==> src/rtl/mul_seq_ctrl.sv <==
// Sequential shift-and-add multiplier: one WIDTH-bit add per clock, with
// a start/busy/done handshake and a registered 2*WIDTH-bit product.
module mul_seq_ctrl #(
    parameter int unsigned WIDTH = 32
) (
    input  logic                 clk,
    input  logic                 rst_n,
    input  logic                 start,
    input  logic [WIDTH-1:0]     multiplicand,
    input  logic [WIDTH-1:0]     multiplier,
    output logic                 busy,
    output logic                 done,
    output logic [2*WIDTH-1:0]   product
);

    localparam int unsigned PW    = 2 * WIDTH;
    localparam int unsigned CNT_W = $clog2(WIDTH) + 1;

    typedef enum logic [1:0] {
        IDLE = 2'd0,
        CALC = 2'd1,
        DONE = 2'd2
    } state_t;

    state_t             state_q, state_d;
    logic [WIDTH-1:0]   a_q, a_d;
    logic [PW-1:0]      p_q, p_d;
    logic [CNT_W-1:0]   cnt_q, cnt_d;
    logic [PW-1:0]      product_d;
    logic               busy_d, done_d;

    logic [WIDTH:0]     add_sum;
    logic [WIDTH:0]     part;
    logic [PW-1:0]      p_iter;

    // One shift-and-add step; the adder carry-out becomes the new P MSB.
    always_comb begin
        add_sum = {1'b0, p_q[PW-1:WIDTH]} + {1'b0, a_q};
        part    = p_q[0] ? add_sum : {1'b0, p_q[PW-1:WIDTH]};
        p_iter  = {part, p_q[WIDTH-1:1]};
    end

    // Next-state and next-register values.
    always_comb begin
        state_d   = state_q;
        a_d       = a_q;
        p_d       = p_q;
        cnt_d     = cnt_q;
        product_d = product;

        unique case (state_q)
            IDLE: begin
                if (start) begin
                    state_d = CALC;
                    a_d     = multiplicand;
                    p_d     = {{WIDTH{1'b0}}, multiplier};
                    cnt_d   = '0;
                end
            end
            CALC: begin
                p_d   = p_iter;
                cnt_d = cnt_q + CNT_W'(1);
                if (cnt_q == CNT_W'(WIDTH - 1)) begin
                    state_d   = DONE;
                    product_d = p_iter;
                end
            end
            DONE: begin
                if (start) begin
                    state_d = CALC;
                    a_d     = multiplicand;
                    p_d     = {{WIDTH{1'b0}}, multiplier};
                    cnt_d   = '0;
                end else begin
                    state_d = IDLE;
                end
            end
            default: state_d = IDLE;
        endcase

        busy_d = (state_d == CALC);
        done_d = (state_d == DONE);
    end

    always_ff @(posedge clk or negedge rst_n) begin
        if (!rst_n) begin
            state_q <= IDLE;
            a_q     <= '0;
            p_q     <= '0;
            cnt_q   <= '0;
            product <= '0;
            busy    <= 1'b0;
            done    <= 1'b0;
        end else begin
            state_q <= state_d;
            a_q     <= a_d;
            p_q     <= p_d;
            cnt_q   <= cnt_d;
            product <= product_d;
            busy    <= busy_d;
            done    <= done_d;
        end
    end

endmodule
==> config.mk <==
export PLATFORM = sky130hd
export DESIGN_NAME = mul_seq_ctrl
export DESIGN_NICKNAME = d
export VERILOG_FILES = /design/src/rtl/mul_seq_ctrl.sv
export SDC_FILE = /design/constraint.sdc
export NUM_CORES = 1
export LEC_CHECK = 0
export ABC_AREA = 1
export BUFFER_PORTS_ARGS = -buffer_cell sky130_fd_sc_hd__buf_2
export CORE_AREA = 2 2 146 120
export CTS_CLUSTER_SIZE = 40
export DETAILED_ROUTE_END_ITERATION = 7
export DIE_AREA = 0 0 148 122
export GPL_ROUTABILITY_DRIVEN = 0
export GPL_TIMING_DRIVEN = 1
export MAX_ROUTING_LAYER = met4
export PLACE_DENSITY = 0.9
export SLEW_MARGIN = 10
export SYNTH_ARGS = -nofsm -noshare
export SYNTH_HDL_FRONTEND = slang
export SYNTH_SLANG_ARGS = --single-unit
==> constraint.sdc <==
create_clock -name clk -period 2.29 [get_ports clk]
set_input_delay 0.1145 -clock clk [delete_from_list [all_inputs] [get_ports clk]]
set_output_delay 0.1145 -clock clk [all_outputs]
set_load 0.02 [all_outputs]
==> impl_metrics.json, run 1 <==
{
  "status": "complete, no violations",
  "finalCriticalPeriod_ns": 2.19,
  "powerDensity_nw_per_um2": 1690,
  "syn_inst": 1283,
  "critPathTopFamily": "adder cells",
  "regToRegStartpoint": "a_q[0]$_DFFE_PN0P_",
  "ys_seq_area_frac": 0.451,
  "synth_top_area_share": 0.451,
  "drc_errors": 0,
  "max_clock_freq_mhz": 456,
  "netlist-cell-type-count": 35,
  "reg2reg_slack_ns": 0.1,
  "async_flop_share": 1.00,
  "detail-route-antenna-nets": 0,
  "cts_tree": "built",
  "die_x_microns": 148,
  "cts_setup_buffers": 0,
  "dieHeight_microns": 122,
  "path_cells": "ha_2 > fa_2 > nand3_1 > nand3_1 > nand2_1 > nand2_1 > xnor2_1 > nand2_1 > o21ai_0 > o21ai_0",
  "worstSetupStartpoint": "a_q[0]$_DFFE_PN0P_",
  "ys_top_cells_by_area": "dfrtp_1 45%, nand2_1 20%, inv_1 6.7%, nand3_1 5.0%, ha_1 4.4%",
  "clock-sinks": 170,
  "post-route-util": 0.685,
  "setup_ws_ns": 0.0977,
  "synthFlopType": "dfrtp_1",
  "post-place-ws_ns": 0.0786,
  "nFillCells": 1308,
  "critPathMaxFanout": 4,
  "first_pass_iters": 7,
  "h-tree-depth": 4,
  "grt_pass1_wl_microns": 42900,
  "grt_usage": 0.308,
  "initialDrtViolationCount": 1012,
  "path_buf_inv": 0,
  "period_share": 0.957,
  "synth_warnings": 0,
  "syn_avg_cell_area_sq_um": 7.35,
  "start_util": 0.562,
  "ys_seq_elements": 170,
  "via_per_inst": 5.39,
  "hold_path.class": "in -> reg",
  "io_pins": 133,
  "criticalPathCategory": "reg -> reg",
  "numPortBuffers": 132,
  "die-area_sq_um": 18100,
  "synth_edf_count": 0,
  "grt_max_degree": 79,
  "cts-buffers-inserted": 17,
  "crit_top_cell": "nand2_1",
  "placementRows": 43,
  "grt_pass1_vias": 8899,
  "worstHoldStart": "start",
  "root_buffer": "clkbuf_16",
  "synthesis.nets": 1384,
  "ff2ff_path_depth": 10,
  "endpoint_kind": "register",
  "wl_microns": 25900,
  "tightest_slew_ns": 0.761,
  "relSlewSlack": 0.493,
  "slowest_delay_ns": 0.43,
  "drv_cap": 0,
  "fin_worst_skew_ns": 0.0124,
  "whs_path_depth": 3,
  "core_sq_um": 16800,
  "area_delta_synth_final_pct": 22.0,
  "layout_common_cells": "507 x nand2_1, 169 x inv_1, 169 x dfrtp_1",
  "vias": 9192,
  "nNetsFinal": 1567,
  "avgRoutedWirePerCell_microns": 15.2,
  "syn-cell-area_sq_um": 9430,
  "antenna_found_initial": 1,
  "ir_drop_v": 0.000833,
  "slew_viol_final": 0,
  "cts_max_path_buffers": 2,
  "worstHoldEndpoint": "state_q[0]$_DFF_PN0_",
  "finalHoldViolations": 0,
  "start_kind": "register",
  "overflow": 0,
  "crit_slowest_cell": "fa_2",
  "dpl.hpwl_microns": 17100,
  "r2r_end": "p_q[39]$_DFFE_PN0P_",
  "drive_gt1_frac": 0.147,
  "worstPathArrival_ns": 2.50,
  "layout_commonest_cell": "nand2_1",
  "setup_viol": 0,
  "yosysTopAreaCell": "dfrtp_1",
  "power.leakage_nw": 6.35,
  "clock_latency_ns": 0.44,
  "path_clk_slew_ns": 0.07,
  "crit_required_ns": 2.59
}
[area by class of cell]
class | instances | area, sq um | area share
multi-input cells | 893 | 4310 | 0.374
diodes | 1 | 2.50 | 0.000217
repair buffers | 211 | 1450 | 0.126
clock buffers | 19 | 443 | 0.0385
inverters | 173 | 651 | 0.0565
flip-flops and latches | 170 | 4260 | 0.370
well taps | 225 | 282 | 0.0245
clock inverters | 12 | 119 | 0.0103
[synthesized netlist by cell type (2+ instances only)]
| library cell | n |
|---|---|
| buf_1 | 3 |
| buf_2 | 6 |
| nand2_2 | 3 |
| nand3_1 | 95 |
| or2_2 | 12 |
| nor2_1 | 45 |
| ha_1 | 33 |
| clkbuf_1 | 25 |
| o211ai_1 | 33 |
| o21ai_0 | 63 |
| o22ai_1 | 2 |
| buf_4 | 5 |
| nor2_4 | 2 |
| nor3_1 | 5 |
| buf_6 | 8 |
| xnor2_1 | 14 |
| dfrtp_1 | 170 |
| a21oi_1 | 22 |
| nand4_1 | 4 |
| inv_2 | 3 |
| o21ai_1 | 32 |
| o21bai_1 | 3 |
| nand2_1 | 510 |
| inv_1 | 169 |
| o21ai_2 | 6 |
[power by group]
group          total [mW]  internal (mW)  leakage, nW  switching, mW
sequential           5.32           4.44         2.04          0.879
combinational        11.3           3.85         4.05           7.44
clock                2.80           1.53        0.260           1.26
total                19.4           9.83         6.35           9.59
[how the worst max path moves through the flow]
stage / end / slack (ns) / cells past startpoint
floorplan: p_q[51]$_DFFE_PN0P_ / 0.37 / 12
global placement: p_q[51]$_DFFE_PN0P_ / 0.15 / 12
detailed placement: product[59]$_DFFE_PN0P_ / 0.08 / 12
CTS: p_q[51]$_DFFE_PN0P_ / 0.07 / 12
global route: p_q[39]$_DFFE_PN0P_ / -0.007 / 10
finish: p_q[39]$_DFFE_PN0P_ / 0.1 / 10
[state kept, by name (all words and copies together), names as in the netlist]
register / cells
a_q: 32
busy: 1
cnt_q: 6
done: 1
p_q: 64
product: 64
state_q: 2
[metrics by stage]
stage / area [sq um] / power [mW] / instances / TNS, ns / hold WS (ns)
floorplan: 9430 / 13.2 / 1283 / 0 / -0.181
global placement: 10300 / 15.6 / 1607 / 0 / 0.114
detailed placement: 10300 / 16.0 / 1607 / 0 / 0.110
CTS: 11500 / 19.0 / 1703 / 0 / 0.122
global route: 11500 / 21.2 / 1704 / -0.00685 / 0.153
finish: 11500 / 19.4 / 1704 / 0 / 0.129
[worst reg2reg max path: stages, from the launching register on]
cell and delay [ns]:
dfrtp_1 0.39, ha_2 0.21, fa_2 0.43, nand3_1 0.10
nand3_1 0.13, nand2_1 0.10, nand2_1 0.11, xnor2_1 0.23
nand2_1 0.08, o21ai_0 0.15, o21ai_0 0.13
[routing by layer]
layer	part of all wire	track usage
met1	0.43	0.411
met2	0.45	0.464
met3	0.080	0.0655
met4	0.036	0.120
met5	0	-
[cell families after synthesis]
family,share of synthesized area
AND/OR/NAND/NOR,0.293
buffers and inverters,0.0968
flip-flops,0.451
AO/OA/AOI/OAI,0.0993
adder cells (fa/ha/maj),0.0459
XOR/XNOR,0.0130
multiplexers,0.00119
[repair_timing]
| action | 4_1_cts | 5_1_grt |
|---|---|---|
| endpoints found under the setup margin | 0 | 26 |
| hold buffers | 65 | 0 |
| resized for setup | 0 | 11 |
| endpoints found under the hold margin | 118 | 0 |
(Power assumes the default switching activity.)
==> run 2, diff against run 1 <==
clock period = 2.2 ns   (was 2.29 ns; I/O delays follow)
==> impl_metrics.json, run 2 (same netlist as run 1, synthesis figures left out) <==
{
  "fin_worst_skew_ns": 0.0116,
  "root_buffer": "clkbuf_16",
  "pwr-share-seq": 0.265,
  "wl_microns": 27100,
  "placed_cell_area_sq_um": 10300,
  "core_sq_um": 16800,
  "drive_gt1_frac": 0.162,
  "crit_required_ns": 2.50,
  "grt_pass1_wl_microns": 43200,
  "final_cells": 1704,
  "first_pass_iters": 8,
  "path_clk_slew_ns": 0.07,
  "path_cells": "ha_2 > fa_2 > nand3_1 > nand3_2 > nand2_1 > nand2_2 > xnor2_1 > nand2_1 > o21ai_0 > o21ai_1",
  "area_delta_synth_final_pct": 23.8,
  "post-route-util": 0.696,
  "avgRoutedWirePerCell_microns": 15.9,
  "grt_max_degree": 79,
  "start_kind": "register",
  "start_util": 0.562,
  "top_regs": "p_q: 64 flops, product: 64 flops, a_q: 32 flops",
  "design_area_sq_um": 11700,
  "setup_ws_ns": 0.0213,
  "drv_cap": 0,
  "finalCriticalPeriod_ns": 2.18,
  "path_buf_inv": 0,
  "criticalPathCategory": "reg -> reg",
  "max_clock_freq_mhz": 459,
  "power_switching_mw": 10.4,
  "dieHeight_microns": 122,
  "worstPathArrival_ns": 2.48,
  "setup_viol": 0,
  "grt_usage": 0.310,
  "grt_pass1_vias": 8966,
  "finalHoldViolations": 0,
  "critPathTopFamily": "adder cells",
  "drc_errors": 0,
  "endpoint_kind": "register",
  "ir_drop_v": 0.000894,
  "crit_slowest_cell": "fa_2",
  "vias": 9397,
  "crit_top_cell": "nand2_1",
  "slew_viol_final": 0,
  "layout_common_cells": "502 x nand2_1, 169 x inv_1, 169 x dfrtp_1",
  "overflow": 0,
  "status": "complete, no violations",
  "cts_tree": "built",
  "placementRows": 43,
  "critPathMaxFanout": 4,
  "clock_latency_ns": 0.43,
  "powerDensity_nw_per_um2": 1810,
  "initialDrtViolationCount": 1118,
  "power.leakage_nw": 6.40,
  "p_sw_frac": 0.490,
  "hold_slack_ns": 0.177,
  "internal-power_mw": 10.8,
  "rsz0062_at_grt": "true",
  "io_pins": 133,
  "nNetsFinal": 1568,
  "combPwrFrac": 0.583,
  "slowest_delay_ns": 0.40,
  "die-area_sq_um": 18100,
  "post-place-ws_ns": -0.0141,
  "dpl.hpwl_microns": 17100,
  "relSlewSlack": 0.504,
  "cts-buffers-inserted": 17,
  "die_x_microns": 148,
  "dp.cells": 1607,
  "numPortBuffers": 132,
  "h-tree-depth": 4,
  "via_per_inst": 5.51,
  "hold_path.class": "in -> async",
  "antennaDiodeCount": 0,
  "tightest_slew_ns": 0.743,
  "detail-route-antenna-nets": 0,
  "clock-sinks": 170,
  "layout_commonest_cell": "nand2_1",
  "cts_max_path_buffers": 2,
  "antenna_found_initial": 0,
  "period_share": 0.990,
  "clockPowerShare": 0.152
}
[run 2: cell count changes in the layout (fill, tap and decap cells not counted), sizes merged]
cell / previous run / this run
diode: 1 / 0
clkinv: 4 / 3
clkinvlp: 5 / 1
buf: 146 / 147
clkbuf: 19 / 21
bufinv: 1 / 4
[run 2: worst paths after layout]
| path | startpoint | to | slack (ns) | cells after the start |
|---|---|---|---|---|
| hold reg to reg | product[46]$_DFFE_PN0P_ | product[46]$_DFFE_PN0P_ | 0.48 | 2 |
| setup / recovery | a_q[0]$_DFFE_PN0P_ | p_q[39]$_DFFE_PN0P_ | 0.02 | 10 |
| hold / removal | rst_n | p_q[39]$_DFFE_PN0P_ | 0.18 | 2 |
| max in group asynchronous | rst_n | product[21]$_DFFE_PN0P_ | 1.26 | 3 |
| min in group clk | start | state_q[0]$_DFF_PN0_ | 0.31 | 4 |
| setup reg to reg | a_q[0]$_DFFE_PN0P_ | p_q[39]$_DFFE_PN0P_ | 0.02 | 10 |
[run 2: per-layer routing]
metal / track usage / routed length [microns]
met5: - / 0
met4: 0.117 / 996
met3: 0.0618 / 2420
met2: 0.486 / 12400
met1: 0.404 / 11300
[run 2: stage by stage]
step | power (mW) | setup TNS (ns)
finish | 21.1 | 0
global route | 22.8 | -0.878
CTS | 20.3 | 0
detailed placement | 16.8 | -0.0243
global placement | 16.3 | 0
floorplan | 13.8 | 0
[run 2: worst register-to-register path, stage by stage (launching register included)]
cell	delay [ns]
dfrtp_1	0.39
ha_2	0.22
fa_2	0.40
nand3_1	0.12
nand3_2	0.14
nand2_1	0.11
nand2_2	0.09
xnor2_1	0.22
nand2_1	0.07
o21ai_0	0.16
o21ai_1	0.14
[run 2: what timing repair did]
item                                   CTS  global route
gates cloned                             0             0
pin swaps                                0             3
setup endpoints to repair                3            48
hold buffers                            65             0
resized for setup                        3            34
buffers inserted                         0             1
endpoints found under the hold margin  107             0
[run 2: layout make-up]
class	instances	area, sq um
inverter	173	652
clock buffer	21	450
multi-input combinational	893	4420
clock inverter	10	164
fill	1280	5110
timing repair buffer	212	1460
tap	225	282
sequential	170	4260
[run 2: power by group through the flow]
stage / logic, mW / clock network [mW] / registers (mW)
final: 12.3 / 3.22 / 5.59
after global routing: 13.7 / 3.38 / 5.72
after CTS: 11.5 / 3.23 / 5.50
after detailed placement: 11.2 / 0 / 5.52
after global placement: 10.8 / 0 / 5.48
after floorplan: 7.92 / 0 / 5.86
